File: src/rtl/score_scan_if.sv
// Score scan bus: digit data and display controls in, decoder value and
// digit enables out.
//   digits_in   : packed digit values, digit k at [4k+3:4k]
//   load        : one-cycle strobe capturing digits_in into the shadow register
//   lz_en       : leading-zero suppression enable
//   blank_mask  : per-digit force-dark mask
//   dec_value   : value presented to the shared 7-segment decoder
//   digit_en    : one-hot active-high digit enable, zero when dark
//   pending     : shadow holds a load not yet committed
//   frame_start : first cycle of slot 0
interface score_scan_if #(
    parameter int unsigned NUM_DIGITS = 4
);
    logic [4*NUM_DIGITS-1:0] digits_in;
    logic                    load;
    logic                    lz_en;
    logic [NUM_DIGITS-1:0]   blank_mask;
    logic [3:0]              dec_value;
    logic [NUM_DIGITS-1:0]   digit_en;
    logic                    pending;
    logic                    frame_start;

    modport master (
        output digits_in, load, lz_en, blank_mask,
        input  dec_value, digit_en, pending, frame_start
    );

    modport slave (
        input  digits_in, load, lz_en, blank_mask,
        output dec_value, digit_en, pending, frame_start
    );
endinterface

File: src/rtl/score_scan_ctrl.sv
// Time-multiplexed scan controller for the pong score display. Drives one
// shared 7-segment decoder and NUM_DIGITS common-cathode digit enables, with
// a blank guard at the start of every slot, leading-zero suppression and a
// shadow register that commits only at the frame boundary.
//   clk   : system clock
//   reset : asynchronous active-high reset
//   bus   : score_scan_if slave (see interface for signal list)
module score_scan_ctrl #(
    parameter int unsigned NUM_DIGITS   = 4,
    parameter int unsigned DWELL_CYCLES = 1024,
    parameter int unsigned BLANK_CYCLES = 16
) (
    input  logic         clk,
    input  logic         reset,
    score_scan_if.slave  bus
);

    localparam int unsigned CYC_W  = (DWELL_CYCLES > 1) ? $clog2(DWELL_CYCLES) : 1;
    localparam int unsigned SLOT_W = (NUM_DIGITS > 1) ? $clog2(NUM_DIGITS) : 1;
    localparam int unsigned DATA_W = 4 * NUM_DIGITS;

    localparam logic [CYC_W-1:0]  CYC_LAST  = CYC_W'(DWELL_CYCLES - 1);
    localparam logic [CYC_W-1:0]  CYC_SHOW  = CYC_W'(BLANK_CYCLES);
    localparam logic [SLOT_W-1:0] SLOT_LAST = SLOT_W'(NUM_DIGITS - 1);

    logic [CYC_W-1:0]      cyc_q, cyc_d;
    logic [SLOT_W-1:0]     slot_q, slot_d;
    logic [DATA_W-1:0]     active_q, active_d;
    logic [DATA_W-1:0]     shadow_q, shadow_d;
    logic                  pending_q, pending_d;
    logic                  frame_q, frame_d;
    logic [3:0]            dec_value_q, dec_value_d;
    logic [NUM_DIGITS-1:0] digit_en_q, digit_en_d;

    logic                  frame_end;
    logic [3:0]            cur_digit;
    logic                  masked;
    logic                  upper_zero;
    logic                  dark;

    // State and output registers.
    // frame_q resets to 1 so frame_start rises as soon as reset is released.
    always_ff @(posedge clk or posedge reset) begin
        if (reset) begin
            cyc_q       <= '0;
            slot_q      <= '0;
            active_q    <= '0;
            shadow_q    <= '0;
            pending_q   <= 1'b0;
            frame_q     <= 1'b1;
            dec_value_q <= '0;
            digit_en_q  <= '0;
        end else begin
            cyc_q       <= cyc_d;
            slot_q      <= slot_d;
            active_q    <= active_d;
            shadow_q    <= shadow_d;
            pending_q   <= pending_d;
            frame_q     <= frame_d;
            dec_value_q <= dec_value_d;
            digit_en_q  <= digit_en_d;
        end
    end

    // Next state; outputs are computed from the next (slot, cyc, active) so
    // the registered outputs line up with the cycle they describe.
    always_comb begin
        cyc_d       = cyc_q + CYC_W'(1);
        slot_d      = slot_q;
        active_d    = active_q;
        shadow_d    = shadow_q;
        pending_d   = pending_q;
        cur_digit   = 4'd0;
        masked      = 1'b0;
        upper_zero  = 1'b1;
        dark        = 1'b0;
        digit_en_d  = '0;

        if (cyc_q == CYC_LAST) begin
            cyc_d  = '0;
            slot_d = (slot_q == SLOT_LAST) ? '0 : slot_q + SLOT_W'(1);
        end

        // Commit edge: a load on this very edge bypasses the shadow.
        frame_end = (slot_q == SLOT_LAST) && (cyc_q == CYC_LAST);
        if (frame_end) begin
            if (bus.load) begin
                active_d = bus.digits_in;
            end else if (pending_q) begin
                active_d = shadow_q;
            end
            pending_d = 1'b0;
        end else if (bus.load) begin
            pending_d = 1'b1;
        end

        if (bus.load) begin
            shadow_d = bus.digits_in;
        end

        // Current digit, its mask bit, and whether it and every higher digit are zero.
        for (int unsigned k = 0; k < NUM_DIGITS; k++) begin
            if (SLOT_W'(k) == slot_d) begin
                cur_digit = active_d[4*k +: 4];
                masked    = bus.blank_mask[k];
            end
            if ((SLOT_W'(k) >= slot_d) && (active_d[4*k +: 4] != 4'd0)) begin
                upper_zero = 1'b0;
            end
        end

        // Values above 9 have no glyph in the decoder, so they stay dark.
        dark = masked || (cur_digit > 4'd9) ||
               (bus.lz_en && (slot_d != '0) && upper_zero);

        if ((cyc_d >= CYC_SHOW) && !dark) begin
            digit_en_d = NUM_DIGITS'(1) << slot_d;
        end

        dec_value_d = cur_digit;
        frame_d     = (slot_d == '0) && (cyc_d == '0);
    end

    assign bus.dec_value   = dec_value_q;
    assign bus.digit_en    = digit_en_q;
    assign bus.pending     = pending_q;
    assign bus.frame_start = frame_q & ~reset;

endmodule
File: src/flat_wrapper.sv
// flat-port wrapper written by rule: the top's interface ports become plain ports
module score_scan_ctrl_flat 
#(
    parameter int unsigned NUM_DIGITS   = 4,
    parameter int unsigned DWELL_CYCLES = 1024,
    parameter int unsigned BLANK_CYCLES = 16
)
  (clk, reset, bus_digits_in, bus_load, bus_lz_en, bus_blank_mask, bus_dec_value, bus_digit_en, bus_pending, bus_frame_start);
  score_scan_if #(.NUM_DIGITS(NUM_DIGITS)) bus_i ();
  input  logic clk;
  input  logic reset;
  input wire logic [$bits(bus_i.digits_in)-1:0] bus_digits_in;
  input wire logic [$bits(bus_i.load)-1:0] bus_load;
  input wire logic [$bits(bus_i.lz_en)-1:0] bus_lz_en;
  input wire logic [$bits(bus_i.blank_mask)-1:0] bus_blank_mask;
  output wire logic [$bits(bus_i.dec_value)-1:0] bus_dec_value;
  output wire logic [$bits(bus_i.digit_en)-1:0] bus_digit_en;
  output wire logic [$bits(bus_i.pending)-1:0] bus_pending;
  output wire logic [$bits(bus_i.frame_start)-1:0] bus_frame_start;
  assign bus_i.digits_in = bus_digits_in;
  assign bus_i.load = bus_load;
  assign bus_i.lz_en = bus_lz_en;
  assign bus_i.blank_mask = bus_blank_mask;
  assign bus_dec_value = bus_i.dec_value;
  assign bus_digit_en = bus_i.digit_en;
  assign bus_pending = bus_i.pending;
  assign bus_frame_start = bus_i.frame_start;
  score_scan_ctrl #(.NUM_DIGITS(NUM_DIGITS), .DWELL_CYCLES(DWELL_CYCLES), .BLANK_CYCLES(BLANK_CYCLES)) u_core (.clk(clk), .reset(reset), .bus(bus_i));
endmodule
File: config.mk
export PLATFORM = sky130hd
export DESIGN_NAME = score_scan_ctrl_flat
export DESIGN_NICKNAME = d
export VERILOG_FILES = /design/src/rtl/score_scan_if.sv /design/src/rtl/score_scan_ctrl.sv /design/src/flat_wrapper.sv
export SDC_FILE = /design/constraint.sdc
export NUM_CORES = 1
export LEC_CHECK = 0
export CORE_ASPECT_RATIO = 1.2
export CORE_MARGIN = 2
export CORE_UTILIZATION = 40
export DETAILED_ROUTE_END_ITERATION = 10
export SKIP_CTS_REPAIR_TIMING = 1
export SYNTH_ARGS = -nofsm -noshare
export SYNTH_HDL_FRONTEND = slang
export SYNTH_SLANG_ARGS = --single-unit
File: constraint.sdc
create_clock -name clk -period 4.9 [get_ports clk]
set_clock_uncertainty 0.05 [all_clocks]
set_input_delay 1.225 -clock clk [delete_from_list [all_inputs] [get_ports clk]]
set_output_delay 1.225 -clock clk [all_outputs]
set_load 0.02 [all_outputs]
==> results.cfg <==
[placement]
place_ws_ns = 1.07
placed_cell_area_um2 = 3050
port_buffers = 33
routabilityCongestion = 0.773
dp_cells = 356
dp_hpwl_um = 4200

[routing]
dr_wl_met3_um = 154
routedWlPerCell_um = 15.4
routed_via_density = 5.26
wl_met2_um = 2900
initialDrtViolationCount = 107
drc = 0
top_layer_used = met4
totalWireLength_um = 5600
drt_first_pass_iters = 4
ant_nets = 0
met1Wirelength_um = 2490
routed-via-count = 1913

[power]
combPwrFrac_pct = 8.6
power_switching_share_pct = 23.1
ir_drop_uv = 135
leakage_nw = 1.30
seqPwrFrac_pct = 60.3
total_power_uw = 778
switching_power_uw = 179
clockPowerShare_pct = 31.1
p_int_uw = 599
p_per_area_nw_per_um2 = 248

[grt]
grt_pass1_vias = 1877
grt_max_degree = 34
grt_pass1_wl_um = 9250
grt_overflow = 0
grt_usage_pct = 16.4
antenna_found_initial = 0

[logic_synthesis]
yosys_register_bits = 54
ys.warnings.count = 0
syn-instance-count = 244
synth_most_common_cell = dfrtp_1
synth-main-ff-cell = dfrtp_1
yosysSeqAreaShare_pct = 51.1
avgSynthCellArea_um2 = 10.8
synth.distinct_cells = 58
async_flop_share_pct = 100
netlist_area_um2 = 2650
synthTopCellsByCount = 53 x dfrtp_1, 27 x nand2_1, 17 x mux2_2
yosysTopAreaCellShare_pct = 50.1
synth_edf_count = 0
synth_area_leader_cell = dfrtp_1
synth_nets = 271
synthTopCellsByArea = dfrtp_1 50%, mux2_2 7.2%, nand2_1 3.8%

[timing]
fin_crit_ns = 3.67
hold_viol = 0
setup-tns-final_ns = 0
finalWorstSetupSlack_ns = 1.23
grt_setup_unrepaired = false
fin_crit_sh_pct = 74.8
worst_pin_slew_ns = 0.746
setup_viol = 0
slew_viol_final = 0
fmax_ghz = 0.273
relSlewSlack_pct = 49.6

[worst_hold_path]
worstHoldPathType = register to register

[final_layout]
seq_area_um2 = 1350
diodes = 0
postLayoutCellArea_um2 = 3140
multi_input_area_um2 = 1180
num-fill-cells = 608
drive_gt1_share_pct = 16.5
finalNetCount = 305
final_cells = 364
syn2layout_area_growth_pct = 18.5

[clocking]
root_buffer = clkbuf_8
cts_made_buffers = 5
htreeDepth = 2
clkSinkCount = 54
clkTransAtPathRegs_ns = 0.09
clk_latency_ns = 0.30
clock_path_buffers = 2
cts_tree = done

[floorplanning]
dieArea_um2 = 7280
core.rowCount = 32
start_util_pct = 41.3
die_y_um = 93.1
core_um2 = 6410
die_x_um = 78.2
ios = 34

[outcome]
status = complete, no violations

[setup_path]
critical_path_class = input pin to output pin
endpoint_kind = output pin
cp.required_ns = 3.62
startpoint_type = input pin
critPathArrivalTime_ns = 2.39
worstPathMaxFanout = 2

[flow_run]
maxCapViolCount = 0
worst paths after layout:
path	from	to	slack [ns]	cells after the start
setup / recovery	reset	bus_frame_start	1.23	3
hold / removal	u_core.shadow_q[15]$_DFFE_PP0P_	u_core.shadow_q[15]$_DFFE_PP0P_	0.46	1
setup reg to reg	u_core.cyc_q[0]$_DFF_PP0_	u_core.bus.digit_en[1]$_DFF_PP0_	1.90	9
hold reg to reg	u_core.shadow_q[15]$_DFFE_PP0P_	u_core.shadow_q[15]$_DFFE_PP0P_	0.46	1
max in group asynchronous	reset	u_core.shadow_q[1]$_DFFE_PP0P_	2.74	3
min in group asynchronous	reset	u_core.bus.digit_en[1]$_DFF_PP0_	1.31	2
cell usage in the layout (no fill, tap or decap), types with 5 or more instances in the layout:
cell             count
nand3_1              6
o22ai_1              6
mux2_2              17
clkbuf_8             5
o21ai_0              5
nor2_1              13
nor4_1              12
nand2_1             27
clkdlybuf4s50_1     33
nor3_1               5
inv_1               10
a21oi_1             11
dfrtp_1             53
cell families after synthesis:
group           Yosys count  share of synthesized area (%)
mux                      21                           9.22
fa+ha+maj                 3                           1.42
xor+xnor                  6                           1.99
buf+inv                  22                           4.16
flops                    54                           51.1
simple gates             85                           17.3
compound gates           53                           14.8
per-layer routing:
layer | GRT usage (%) | vias up
li1 | - | 962
met1 | 21.3 | 919
met2 | 27.9 | 28
met3 | 3.28 | 4
met4 | 4.53 | 0
met5 | 0 | -
state kept, by name, summed over array words and instances (netlist names):
| signal | count |
|---|---|
| u_core.shadow_q | 16 |
| u_core.frame_q | 1 |
| u_core.bus.pending | 1 |
| u_core.bus.dec_value | 4 |
| u_core.bus.digit_en | 4 |
| u_core.slot_q | 2 |
| u_core.active_q | 16 |
| u_core.cyc_q | 10 |
power groups by stage:
stage | sequential, mW | clock, mW | combinational (mW)
finish | 0.469 | 0.242 | 0.0672
global route | 0.472 | 0.267 | 0.0751
CTS | 0.470 | 0.250 | 0.0687
detailed placement | 0.478 | 0 | 0.0684
global placement | 0.478 | 0 | 0.0682
floorplan | 0.476 | 0 | 0.0370
worst max-delay path, stage by stage:
cell and delay [ns]:
clkdlybuf4s50_1 0.43, nor2b_1 0.12, clkdlybuf4s50_1 0.61
per-stage QoR:
stage	hold slack [ns]	util, %
final	0.459	48.9
after global routing	0.484	48.9
after CTS	0.456	48.9
after detailed placement	0.434	47.6
after global placement	0.432	47.6
after floorplan	0.403	-
final cells by class:
type                            instances  share of cell area (%)
Clock buffer                            6                    2.31
Clock inverter                          2                   0.439
Inverter                               12                    1.52
Multi-Input combinational cell        168                    37.7
Sequential cell                        54                    43.1
Tap cell                               85                    3.39
Timing Repair Buffer                   37                    11.5
(Power assumes the default switching activity.)
